## src/rtl/riscv_isa_pkg.sv

```systemverilog
// Shared ISA constants for the instruction-path tools.
// Holds the instruction format codes, the base opcodes and the writer FSM states.
package riscv_isa_pkg;

    localparam logic [1:0] FMT_I       = 2'b00;
    localparam logic [1:0] FMT_S       = 2'b01;
    localparam logic [1:0] FMT_ILLEGAL = 2'b10;
    localparam logic [1:0] FMT_SB      = 2'b11;

    localparam logic [6:0] OP_LOAD   = 7'b0000011;
    localparam logic [6:0] OP_STORE  = 7'b0100011;
    localparam logic [6:0] OP_BRANCH = 7'b1100011;

    typedef enum logic [1:0] {
        ST_IDLE = 2'b00,
        ST_RUN  = 2'b01,
        ST_FULL = 2'b10
    } wr_state_e;

endpackage

```

## src/rtl/imm_pack.sv

```systemverilog
// Combinational packer: builds an I/S/SB instruction word and flags format legality and immediate range.
// Define INSTR_ASM_RANGE_CHECK_EN to reject immediates outside the signed 12-bit range.
module imm_pack
    import riscv_isa_pkg::*;
(
    input  logic [6:0]  opcode_i,
    input  logic [2:0]  funct3_i,
    input  logic [4:0]  rd_i,
    input  logic [4:0]  rs1_i,
    input  logic [4:0]  rs2_i,
    input  logic [63:0] imm_i,
    output logic [31:0] word_o,
    output logic        fmt_ok_o,
    output logic        range_ok_o
);

`ifdef INSTR_ASM_RANGE_CHECK_EN
    localparam bit RangeCheckEn = 1'b1;
`else
    localparam bit RangeCheckEn = 1'b0;
`endif

    logic [11:0] imm12;
    logic [1:0]  fmt;
    logic        sign_ok;

    assign imm12      = imm_i[11:0];
    assign fmt        = opcode_i[6:5];
    // In range when every bit above imm[10] is a copy of the sign bit.
    assign sign_ok    = (&imm_i[63:11]) || !(|imm_i[63:11]);
    assign range_ok_o = !RangeCheckEn || sign_ok;
    assign fmt_ok_o   = (fmt != FMT_ILLEGAL);

    always_comb begin
        word_o = '0;
        case (fmt)
            FMT_I:   word_o = {imm12, rs1_i, funct3_i, rd_i, opcode_i};
            FMT_S:   word_o = {imm12[11:5], rs2_i, rs1_i, funct3_i, imm12[4:0], opcode_i};
            FMT_SB:  word_o = {imm12[11], imm12[9:4], rs2_i, rs1_i, funct3_i,
                               imm12[3:0], imm12[10], opcode_i};
            default: word_o = '0;
        endcase
    end

endmodule

```

## src/rtl/instr_asm_writer.sv

```systemverilog
// Streams packed instruction words into instruction memory, one word per accepted beat.
// Range checking of immediates is compiled in with INSTR_ASM_RANGE_CHECK_EN (see imm_pack).
module instr_asm_writer
    import riscv_isa_pkg::*;
#(
    parameter int ADDR_W    = 8,
    parameter int BASE_ADDR = 0
) (
    input  logic              clk,
    input  logic              reset,
    input  logic              start,
    input  logic              in_valid,
    output logic              in_ready,
    input  logic [6:0]        opcode,
    input  logic [2:0]        funct3,
    input  logic [4:0]        rd,
    input  logic [4:0]        rs1,
    input  logic [4:0]        rs2,
    input  logic [63:0]       imm,
    output logic              mem_we,
    output logic [ADDR_W-1:0] mem_addr,
    output logic [31:0]       mem_wdata,
    output logic              full,
    output logic              err
);

    localparam int                IDX_W = ADDR_W - 2;
    localparam logic [ADDR_W-1:0] BASE  = ADDR_W'(BASE_ADDR);

    wr_state_e         state_q, state_d;
    logic [IDX_W-1:0]  idx_q, idx_d;
    logic              we_q, we_d;
    logic [ADDR_W-1:0] addr_q, addr_d;
    logic [31:0]       wdata_q, wdata_d;
    logic              full_q, full_d;
    logic              err_q, err_d;

    logic [31:0]       word;
    logic              fmt_ok;
    logic              range_ok;
    logic              fire;

    imm_pack u_imm_pack (
        .opcode_i   (opcode),
        .funct3_i   (funct3),
        .rd_i       (rd),
        .rs1_i      (rs1),
        .rs2_i      (rs2),
        .imm_i      (imm),
        .word_o     (word),
        .fmt_ok_o   (fmt_ok),
        .range_ok_o (range_ok)
    );

    assign in_ready = (state_q == ST_RUN) && !start;
    assign fire     = in_valid && in_ready;

    // start overrides everything, including a beat offered in the same cycle.
    always_comb begin
        state_d = state_q;
        idx_d   = idx_q;
        we_d    = 1'b0;
        addr_d  = addr_q;
        wdata_d = wdata_q;
        full_d  = full_q;
        err_d   = err_q;
        if (start) begin
            state_d = ST_RUN;
            idx_d   = '0;
            full_d  = 1'b0;
            err_d   = 1'b0;
        end else if (fire) begin
            if (fmt_ok && range_ok) begin
                we_d    = 1'b1;
                addr_d  = BASE + {idx_q, 2'b00};
                wdata_d = word;
                idx_d   = idx_q + 1'b1;
                if (&idx_q) begin
                    full_d  = 1'b1;
                    state_d = ST_FULL;
                end
            end else begin
                err_d = 1'b1;
            end
        end
    end

    always_ff @(posedge clk or negedge reset) begin
        if (!reset) begin
            state_q <= ST_IDLE;
            idx_q   <= '0;
            we_q    <= 1'b0;
            addr_q  <= '0;
            wdata_q <= '0;
            full_q  <= 1'b0;
            err_q   <= 1'b0;
        end else begin
            state_q <= state_d;
            idx_q   <= idx_d;
            we_q    <= we_d;
            addr_q  <= addr_d;
            wdata_q <= wdata_d;
            full_q  <= full_d;
            err_q   <= err_d;
        end
    end

    assign mem_we    = we_q;
    assign mem_addr  = addr_q;
    assign mem_wdata = wdata_q;
    assign full      = full_q;
    assign err       = err_q;

endmodule

```

## config.mk

```make
export PLATFORM = sky130hd
export DESIGN_NAME = instr_asm_writer
export DESIGN_NICKNAME = d
export VERILOG_FILES = /design/src/rtl/riscv_isa_pkg.sv /design/src/rtl/imm_pack.sv /design/src/rtl/instr_asm_writer.sv
export SDC_FILE = /design/constraint.sdc
export NUM_CORES = 1
export LEC_CHECK = 0
export BUFFER_PORTS_ARGS = -buffer_cell sky130_fd_sc_hd__buf_2
export CAP_MARGIN = 30
export CORE_MARGIN = 4
export CORE_UTILIZATION = 39
export DETAILED_ROUTE_END_ITERATION = 7
export GPL_ROUTABILITY_DRIVEN = 0
export GPL_TIMING_DRIVEN = 0
export MAX_ROUTING_LAYER = met4
export PLACE_DENSITY_LB_ADDON = 0.25
export REMOVE_ABC_BUFFERS = 1
export SLEW_MARGIN = 5
export SYNTH_ARGS = -nofsm -noshare
export SYNTH_HDL_FRONTEND = slang
export SYNTH_SLANG_ARGS = --single-unit
export TNS_END_PERCENT = 5
```

## constraint.sdc

```tcl
create_clock -name clk -period 1.5 [get_ports clk]
set_input_delay 0.075 -clock clk [delete_from_list [all_inputs] [get_ports clk]]
set_output_delay 0.075 -clock clk [all_outputs]
set_load 0.1 [all_outputs]
```

Yosys cells after proc, flatten, opt, wreduce, memory -nomap -nowiden
Index checks and enable logic that the tools add are counted.
Word-level totals
  memories: 0
  memory bits (writable): 0
  input bits: 93
  word-level logic and storage cells: 44
  ROM bits: 0
  register bits: 49
  latch bits: 0
  output and inout bits: 44
Operators by class
  shift-type cells: 0
  order comparisons: 0
  reductions and logical operators: 12
  equality and inequality tests: 5
  add/subtract/negate cells: 1
  multipliers: 0
  muxes and demuxes: 18
  bitwise operators: 1
  div/mod/pow operators: 0
Operators by type and width (count)
  $pmux W32 S3: 1
  $mux W6: 3
  $mux W1: 10
  $mux W2: 4
  $add A6 B1 Y6 const B: 1
  $reduce_and A3 Y1: 2
  $reduce_and A6 Y1: 1
  $reduce_bool A2 Y1: 3
  $eq A2 B1 Y1 const B: 2
  $ne A2 B2 Y1 const B: 2
  $reduce_and A2 Y1: 2
  $eq A2 B2 Y1 const B: 1
  $logic_and A1 B1 Y1: 2
  $logic_not A2 Y1: 1
  $logic_not A1 Y1: 1
  $not A1 Y1: 1

Longest topological paths before layout
Gate-level depths: netlist (run 1).
  depth after elaboration: 5
  gate-level depth with buffers: 6
  depth with buffers taken out: 4

Modules after synthesis
Synthesis (run 1) repeated with hierarchy kept, for this count alone.
Second synthesis, totals
  cell total of the unflattened synthesis: 185
  area, all modules: 2299.7 µm²
By module, submodules not included
  instr_asm_writer: cells an instance 132, seq. area each 1201.2 µm², area each 1923.1 µm², times used 1
  imm_pack: cells an instance 53, seq. area each 0.0 µm², area each 376.6 µm², times used 1

Least setup slack after synthesis (run 1)
No wires, ideal clock.
  path kind: reg-to-reg
  start point: register state_q[1]
  end point: register addr_q[2], in the netlist mem_addr[2]
  cell stages (with the launch flop): 6
  buffers on the path: 2
  library setup time: 0.125 ns
  clock period less this slack: 2.052 ns
  data arrival time: 1.926 ns
  slack: -0.552 ns
  cell sequence: dfrtp_1 and4bb_1 buf_6 nand2_4 buf_6 mux2_4
Between the ends
  word-level cells in the longest chain between the ends: 4
Ends and longest elaborated chain
  start, declared: RTL line instr_asm_writer.sv:30  | wr_state_e state_q, state_d;
  start signal, assigned: RTL line instr_asm_writer.sv:98  | state_q <= state_d;
  $eq A2 B1 Y1: RTL line instr_asm_writer.sv:55  | assign in_ready = (state_q == ST_RUN) && !start;
  $logic_and A1 B1 Y1: RTL line instr_asm_writer.sv:55
  $logic_and A1 B1 Y1: RTL line instr_asm_writer.sv:56  | assign fire = in_valid && in_ready;
  $reduce_and A3 Y1 (no source line)
  end signal, assigned: RTL line instr_asm_writer.sv:101  | addr_q <= addr_d;
  end, declared: RTL line instr_asm_writer.sv:33  | logic [ADDR_W-1:0] addr_q, addr_d;
Every way passes these cells.
A chain may end at the register's enable or synchronous reset.

Worst setup path after layout (run 1)
  start point: register state_q[1]
  end point: register idx_q[5]
Between the ends
  word-level cells in the longest chain between the ends: 5
Ends and longest elaborated chain
  $eq A2 B1 Y1: RTL line instr_asm_writer.sv:55
  $logic_and A1 B1 Y1: RTL line instr_asm_writer.sv:55
  $logic_and A1 B1 Y1: RTL line instr_asm_writer.sv:56
  $reduce_bool A2 Y1 (no source line)
  $reduce_and A2 Y1 (no source line)
  end signal, assigned: RTL line instr_asm_writer.sv:99  | idx_q <= idx_d;
  end, declared: RTL line instr_asm_writer.sv:31  | logic [IDX_W-1:0] idx_q, idx_d;
Every way passes these cells.

==> results of run 1 <==
==> layer usage <==
layer,GRT usage [%],part of all wire [%]
met5,-,0
met4,4.60,1.6
met3,3.46,4.7
met2,26.6,51
met1,21.4,43
==> cell families (layout without fill, tap and decap cells) <==
kind of cell	after synthesis	after routing	synth area share, %
other cells	1	2	0.159
compound gates	48	48	13.6
mux	28	28	15.4
fa+ha+maj	1	1	0.531
flops	48	48	51.0
buf+inv	23	115	5.58
simple gates	58	59	13.7
==> metrics by stage <==
stage / cells / cell area, µm²
floorplan: 190 / 2250
global placement: 347 / 2750
detailed placement: 349 / 2790
CTS: 374 / 3080
global route: 376 / 3120
finish: 376 / 3120
==> what timing repair did <==
item | 4_1_cts | 5_1_grt
pin swaps | 2 | 4
cloned | 1 | 0
hold endpoints to repair | 36 | 0
hold buffers | 12 | 0
resized for setup | 8 | 7
endpoints found under the setup margin | 47 | 15
setup buffers | 4 | 2
==> layout by cell type, fill, tap and decap left out, types with 2 or more instances in the layout <==
cell type,n
conb_1,2
nor3_1,6
dfrtp_1,45
inv_1,5
mux2_2,14
dfrtp_2,3
nand2_1,5
a21oi_1,8
o221a_2,5
mux2_4,13
nor2_1,16
a22oi_1,6
nand2b_1,7
clkbuf_8,6
dlygate4sd3_1,12
clkinv_2,2
nand3b_1,4
o21ai_0,13
buf_4,6
nor2b_1,6
buf_2,82
nor4_2,2
o22ai_1,6
a211oi_1,6
nand3_1,4
==> final timing paths <==
kind                                       to  cells past startpoint         from  slack [ns]
max in group asynchronous          state_q[1]                      3        reset        0.63
min in group asynchronous       mem_wdata[14]                      2        reset        0.31
worst min register to register    mem_addr[7]                      1  mem_addr[7]        0.51
worst max register to register       idx_q[5]                      3   state_q[1]        0.01
worst max-delay path                 idx_q[5]                      3   state_q[1]        0.01
worst min-delay path            mem_wdata[31]                      2      imm[11]        0.01
==> registers in the layout, indices dropped and copies added (netlist names) <==
signal and cells:
mem_wdata 32, idx_q 6, mem_addr 6, err 1, mem_we 1, state_q 2
==> cell type report <==
type	count	area, µm²
sequential	48	1200
timing repair buffer	102	611
fill	562	2760
inverter	5	18.8
clock inverter	2	10.0
multi-input combinational	138	1100
clock buffer	6	82.6
tap	75	93.8
==> critical path: cells and delay by family, from the launching register on <==
| family | cells | cell delay, ns |
|---|---|---|
| simple gates | 2 | 0.60 |
| flops | 1 | 0.43 |
| mux | 1 | 0.36 |
==> power by group <==
group          leakage (nW)  switching (mW)  internal, mW
clock                0.0510           0.427         0.369
combinational         0.848            1.60         0.398
sequential            0.594          0.0993          1.46
total                  1.49            2.12          2.23
==> summary.txt, run 1 <==
Outcome - complete, no violations
Count of different cell masters after synthesis - 36
Setup TNS after final layout - 0 ns
Post-layout min period - 1.49 ns
WL/cell - 15.3 µm
Final setup violation count - 0
Htree depth - 2
Count of maximum capacitance violations - 0
Buffer cell driving the clock tree root - clkbuf_8
Number of buffers created by CTS - 5
Leading area contributor after synthesis - dfrtp_1
Post-layout worst setup margin - 0.0138 ns
Syn-to-layout area delta - 32.5%
Instance count of the mapped netlist - 207
Initial cell density of the core - 40.0%
Arrival time of data at the critical path endpoint - 1.68 ns
Worst Setup End Kind - flip-flop
Post-synth EDFFs - 0
Cell-by-cell listing of the critical path - nand4bb_4 > nor4_2 > mux2_2
Final Hold Violating Endpoints - 0
Critical Path Start Type - flip-flop
DRC viols - 0
Die area - 7350 µm²
Initial antenna violation count - 0
Worst max-slew margin expressed relative to the limit - 59.7%
Share of the core filled with cells - 53.0%
Max Freq - 0.673 GHz
Number of top-level pins - 137
Share of the clock period used by the worst path after layout - 99.1%
Total wirelength of the detailed-routed design - 5.73 mm
Largest cells by area after synthesis - dfrtp_1 (51%), mux2_4 (8.3%), mux2_2 (6.7%)
Proportion of layout cells with a drive suffix above 1 - 47.5%
Crit Path Category - reg2reg
Total Power - 4.35 mW
Clock latency at the later pin of the worst-skew pair - 0.30 ns
Cell types with the highest counts after synthesis - dfrtp_1 (48), nor2_1 (16), mux2_2 (14)
Clock sink count - 48
Wire length of the first global-routing pass - 9.43 mm
Sum of net half-perimeters after detailed placement - 3.64 mm
PortBufs - 82
Vias per cell - 5.02
Sequential cell area fraction in the yosys report - 51.0%
Post-route antenna net violation count - 0
Clock slew at the register clock pins of the worst setup and hold paths - 0.09 ns
DP Worst Slack - -0.870 ns
Clock buffer depth - 2
Async set-reset flop share out of synthesis - 100%
Slowest CP cell - dfrtp_2
Cell row count - 28
Cell with the most instances after synthesis - dfrtp_1
Pin count of the biggest net entering global routing - 33
DR iter-0 viols - 127
Overall routing resource usage - 16.6%
Worst hold slack - 0.0102 ns
Tightest Hold Check Type - in2reg
Synthesized area per cell - 11.4 µm²
DR vias - 1888
Die extent in x - 85.7 µm
Total power per unit cell area - 1390 nW/µm²
Diode count - 0
CP Max Fanout - 5
Leak - 1.49 nW
Worst supply voltage drop on vdd - 0.000763 V
Setup skew after layout - 0.00673 ns
Flip-flop cell with the highest count after synthesis - dfrtp_1
Global route overflow - 0
Area inside the core boundary - 5890 µm²
Number of global-route vias before repair - 1918
TritonCTS clock tree - done
Count of final max-slew check failures - 0
Fraction of synthesized cell area taken by the top area cell type - 51.0%
Slew @ Worst Pin - 0.605 ns
Height of the die - 85.7 µm
Setup repair after global routing missed its margin - true
WP data required - 1.69 ns
Maximum single-stage delay on the critical path - 0.43 ns
Synth Warn # - 0
Net total in the final layout - 394
Total of flip-flops plus latches after synthesis - 48
Cell area after synthesis - 2360 µm²
Router iterations before antenna repair - 4
(Power assumes the default switching activity.)
==> inputs of run 2 (changes only) <==
--- a/config.mk
+++ b/config.mk
@@ -18,5 +18,6 @@
 export SLEW_MARGIN = 5
 export SYNTH_ARGS = -nofsm -noshare
 export SYNTH_HDL_FRONTEND = slang
+export SYNTH_HIERARCHICAL = 1
 export SYNTH_SLANG_ARGS = --single-unit
 export TNS_END_PERCENT = 5
==> summary.txt, run 2 <==
Outcome - finished with violations
Violations in the final reports - setup timing
Die extent in x - 84.8 µm
Worst flop-to-flop path endpoint - mem_wdata[2]
Vias per cell - 5.08
Wire length of the first global-routing pass - 8.80 mm
Clock buffer depth - 2
Number of buffers created by CTS - 5
Setup TNS after final layout - -6.09 ns
Pin count of the biggest net entering global routing - 26
WP data required - 1.68 ns
Arrival time of data at the critical path endpoint - 1.85 ns
Sum of net half-perimeters after detailed placement - 3.59 mm
Flip-flop cell with the highest count after synthesis - dfrtp_1
Net total in the final layout - 364
Number of global-route vias before repair - 1827
Most frequent standard cell in the layout excluding fill and tap cells - buf_2
Buffer cell driving the clock tree root - clkbuf_8
Slew @ Worst Pin - 0.589 ns
Critical Path Start Type - flip-flop
Htree depth - 2
Cell with the most instances after synthesis - dfrtp_1
Crit Path Category - reg2reg
Total Power - 4.61 mW
Largest register FFs - 32
Worst Setup End Kind - flip-flop
Worst setup startpoint - state_q[0]
Routed length on met1 - 2.40 mm
TritonCTS clock tree - done
Worst Reg2Reg Path Length in Cells - 5
Register-to-Register Setup Slack - -0.17 ns
Count of different cell masters after synthesis - 34
DRC viols - 0
Uppermost layer routed - met4
Max Freq - 0.600 GHz
Final Hold Violating Endpoints - 0
Die area - 7190 µm²
Top library cells by usage in the layout, fill and taps aside - buf_2 (81), dfrtp_1 (48), mux2_2 (26)
Worst max-slew margin expressed relative to the limit - 60.7%
Async set-reset flop share out of synthesis - 100%
Height of the die - 84.8 µm
Share of the core filled with cells - 53.7%
Number of top-level pins - 137
Final instance count without filler cells - 342
Post-synth EDFFs - 0
Destination of the critical timing path - mem_wdata[2]
Worst supply voltage drop on vdd - 0.000749 V
Count of final max-slew check failures - 0
Cell types with the highest counts after synthesis - dfrtp_1 (48), mux2_2 (38), and2_1 (14)
Instance count of the mapped netlist - 185
DR iter-0 viols - 46
Clock latency at the later pin of the worst-skew pair - 0.29 ns
Final setup violation count - 42
Synth Warn # - 6
Leak - 1.53 nW
Diode count - 0
Total wirelength of the detailed-routed design - 5.22 mm
Initial antenna violation count - 0
DR vias - 1738
PortBufs - 82
Overall routing resource usage - 15.5%
Clock sink count - 48
Initial cell density of the core - 41.0%
Clock slew at the register clock pins of the worst setup and hold paths - 0.08 ns
Router iterations before antenna repair - 4
WL/cell - 15.3 µm
Global route overflow - 0
Met2 wire length - 2.42 mm
Leading area contributor after synthesis - dfrtp_1
Number of cells in the design after placement - 327
Post-route antenna net violation count - 0
Synthesized area per cell - 12.4 µm²
Total of flip-flops plus latches after synthesis - 48
Total power per unit cell area - 1530 nW/µm²
Detailed route wirelength on metal3 - 347 µm
Share of the clock period used by the worst path after layout - 111%
Proportion of layout cells with a drive suffix above 1 - 53.3%
Count of maximum capacitance violations - 0
Post-layout worst setup margin - -0.166 ns
CP Max Fanout - 17
Setup repair after global routing missed its margin - true
Post-layout min period - 1.67 ns
Fraction of synthesized cell area taken by the top area cell type - 52.2%
DP Worst Slack - -0.792 ns
Cell area after synthesis - 2300 µm²
Launch point of the worst reg-to-reg path - state_q[0]
Worst hold slack - 0.0737 ns
Cell row count - 27
Setup skew after layout - 0.00453 ns
Cell area reported after detailed placement - 2750 µm²
Syn-to-layout area delta - 30.9%
Sequential cell area fraction in the yosys report - 52.2%
Area inside the core boundary - 5610 µm²
Tightest Hold Check Type - in2reg
Largest cells by area after synthesis - dfrtp_1 (52%), mux2_2 (19%), a22o_1 (4.2%)
Layout Cell Area excl Fill - 3010 µm²
-- run 2: cell types whose count changed in the layout (fill, tap and decap cells not counted), moves of 6 or more --
cell	delta
dlygate4sd3_1	-11
o22ai_1	-6
and2_1	+14
mux2_2	+12
a211oi_1	-6
nand2b_1	-7
a22oi_1	-6
a22o_1	+10
o21ai_0	-6
nor2_1	-12
-- run 2: cell type report --
type                       count  area [µm²]
clock buffer                   7        96.3
fill                         511        2600
inverter                       5        18.8
multi-input combinational    118        1040
sequential                    48        1200
tap                           72        90.1
timing repair buffer          92         564
-- run 2: report_power, final --
| part | switching, mW | total [mW] | internal, mW |
|---|---|---|---|
| combinational | 1.78 | 2.21 | 0.429 |
| clock | 0.402 | 0.813 | 0.411 |
| sequential | 0.0987 | 1.59 | 1.49 |
-- run 2: worst min-delay path by stage --
stage	start	endpoint	slack, ns	cells after the start
floorplan	reset	err	-0.22	0
global placement	reset	mem_wdata[20]	0.34	1
detailed placement	reset	mem_wdata[30]	0.11	1
CTS	in_valid	err	0.05	2
global route	start	idx_q[4]	0.07	2
finish	start	idx_q[4]	0.07	2
-- run 2: logic make-up (layout without fill, tap and decap cells) --
| group | count (synthesis) | count (layout) | synth area share [%] |
|---|---|---|---|
| compound gates | 27 | 27 | 8.49 |
| fa+ha+maj | 1 | 1 | 0.544 |
| buf+inv | 20 | 104 | 5.55 |
| flops | 48 | 48 | 52.2 |
| mux | 45 | 45 | 21.8 |
| other cells | 2 | 3 | 0.327 |
| simple gates | 42 | 42 | 11.1 |
-- run 2: layer usage --
| layer | track usage, % | vias up |
|---|---|---|
| li1 | - | 822 |
| met1 | 19.9 | 850 |
| met2 | 24.1 | 60 |
| met3 | 4.51 | 6 |
| met4 | 3.88 | 0 |
| met5 | - | - |
-- run 2: critical path: stages (launching register included) --
cell and delay (ns):
dfrtp_1 0.37, or3b_4 0.43, nor2_4 0.14, buf_12 0.13, buf_12 0.14, mux2_2 0.34
-- run 2: what timing repair did --
| action | CTS | global route |
|---|---|---|
| setup buffers | 6 | 1 |
| endpoints found under the setup margin | 45 | 46 |
| hold endpoints to repair | 24 | 0 |
| pin swaps | 4 | 1 |
| resized for setup | 15 | 7 |
| cloned | 1 | 0 |
| hold buffers | 1 | 0 |
==> inputs of run 3 (changes only) <==
--- a/config.mk
+++ b/config.mk
@@ -7,12 +7,11 @@
 export LEC_CHECK = 0
 export BUFFER_PORTS_ARGS = -buffer_cell sky130_fd_sc_hd__buf_2
 export CAP_MARGIN = 30
-export CORE_MARGIN = 4
+export CORE_MARGIN = 2
 export CORE_UTILIZATION = 39
 export DETAILED_ROUTE_END_ITERATION = 7
 export GPL_ROUTABILITY_DRIVEN = 0
 export GPL_TIMING_DRIVEN = 0
-export MAX_ROUTING_LAYER = met4
 export PLACE_DENSITY_LB_ADDON = 0.25
 export REMOVE_ABC_BUFFERS = 1
 export SLEW_MARGIN = 5
==> summary.txt, run 3 (synthesis results as in run 2) <==
Cell-by-cell listing of the critical path - or3b_4 > nor2_4 > buf_6 > mux2_2
Number of global-route vias before repair - 1740
Fill cell instance count of the final layout - 521
Total wirelength of the detailed-routed design - 5.05 mm
Clock latency at the later pin of the worst-skew pair - 0.29 ns
Share of the clock period used by the worst path after layout - 108%
Die area - 6530 µm²
Count of final max-slew check failures - 0
Slowest CP cell - or3b_4
Clock buffer depth - 2
Worst Setup End Kind - flip-flop
CP Max Fanout - 10
Wire length of the first global-routing pass - 8.22 mm
Cell row count - 27
Max Freq - 0.615 GHz
TritonCTS clock tree - done
Clock sink count - 48
Overall routing resource usage - 16.4%
Setup TNS after final layout - -4.60 ns
Post-layout min period - 1.63 ns
Crit Path Category - reg2reg
Slew @ Worst Pin - 0.549 ns
Most frequent standard cell in the layout excluding fill and tap cells - buf_2
Worst hold slack - 0.0669 ns
Sum of net half-perimeters after detailed placement - 3.40 mm
Leak - 1.46 nW
Clock slew at the register clock pins of the worst setup and hold paths - 0.08 ns
WL/cell - 14.8 µm
Syn-to-layout area delta - 26.9%
Initial cell density of the core - 41.0%
Router iterations before antenna repair - 4
Top library cells by usage in the layout, fill and taps aside - buf_2 (80), dfrtp_1 (46), mux2_2 (37)
Violations in the final reports - setup timing
Setup skew after layout - 0.00417 ns
Pin count of the biggest net entering global routing - 27
Total power per unit cell area - 1530 nW/µm²
Die extent in x - 80.8 µm
Outcome - finished with violations
Area inside the core boundary - 5610 µm²
Setup repair after global routing missed its margin - true
Critical Path Start Type - flip-flop
Tightest Hold Check Type - in2reg
Largest register FFs - 32
Number of buffers created by CTS - 5
Diode count - 0
Vias per cell - 5.10
Worst supply voltage drop on vdd - 0.000869 V
Count of maximum capacitance violations - 0
PortBufs - 82
Final instance count without filler cells - 341
Worst max-slew margin expressed relative to the limit - 63.4%
Net total in the final layout - 363
Buffer cell driving the clock tree root - clkbuf_8
Height of the die - 80.8 µm
DP Worst Slack - -0.823 ns
Final Hold Violating Endpoints - 0
CP top delay family - simple AND/OR/NAND/NOR gates
DR iter-0 viols - 67
Crit path buf inv count - 1
DRC viols - 0
Post-layout worst setup margin - -0.127 ns
Number of cells in the design after placement - 327
Global route overflow - 0
Initial antenna violation count - 0
Arrival time of data at the critical path endpoint - 1.81 ns
Final setup violation count - 41
DR vias - 1738
Number of top-level pins - 137
Proportion of layout cells with a drive suffix above 1 - 53.5%
Htree depth - 2
Post-route antenna net violation count - 0
Maximum single-stage delay on the critical path - 0.44 ns
WP data required - 1.68 ns
-- run 3: worst reg2reg max path, cell delays in order (launching register included) --
cell	delay (ns)
dfrtp_1	0.37
or3b_4	0.44
nor2_4	0.17
buf_6	0.18
mux2_2	0.35
-- run 3: final timing paths --
| check | start | endpoint | slack [ns] | cells past startpoint |
|---|---|---|---|---|
| max in group asynchronous | reset | mem_wdata[25] | 0.68 | 3 |
| min in group asynchronous | reset | mem_wdata[20] | 0.30 | 2 |
| worst max register to register | state_q[0] | mem_wdata[9] | -0.13 | 4 |
| worst min-delay path | in_valid | err | 0.07 | 2 |
| worst max-delay path | state_q[0] | mem_wdata[9] | -0.13 | 4 |
| worst min register to register | err | err | 0.49 | 1 |
-- run 3: cell type report --
type / instances / area [µm²] / area share, %
clock buffers: 6 / 72.6 / 2.49
clock inverters: 1 / 5.00 / 0.172
inverters: 5 / 18.8 / 0.643
multi-input cells: 120 / 1030 / 35.3
flip-flops and latches: 48 / 1200 / 41.3
well taps: 72 / 90.1 / 3.09
repair buffers: 89 / 498 / 17.1
-- run 3: power breakdown --
group / internal (mW) / switching, mW / total, mW
sequential: 1.49 / 0.0934 / 1.58
combinational: 0.382 / 1.77 / 2.15
clock: 0.318 / 0.405 / 0.723
-- run 3: metrics by stage --
stage	power [mW]	area, µm²	util [%]
final	4.46	2920	52.0
after global routing	4.64	2920	52.0
after CTS	4.51	2950	52.6
after detailed placement	3.75	2750	49.0
after global placement	3.72	2700	48.1
after floorplan	3.36	2190	-
-- run 3: what timing repair did --
action | in CTS | in global routing
pin swaps | 4 | 3
resized for setup | 7 | 10
hold buffers | 1 | 0
setup endpoints to repair | 45 | 43
endpoints found under the hold margin | 22 | 0
gates cloned | 3 | 0
buffers inserted | 5 | 1
-- run 3: metal layers --
layer | global-route usage [%] | share of wire, % | vias to the layer above
met1 | 21.6 | 46 | 840
met5 | 0 | 0 | -
li1 | - | - | 827
met3 | 5.89 | 7.8 | 6
met4 | 4.41 | 0.87 | 0
met2 | 26.0 | 46 | 65
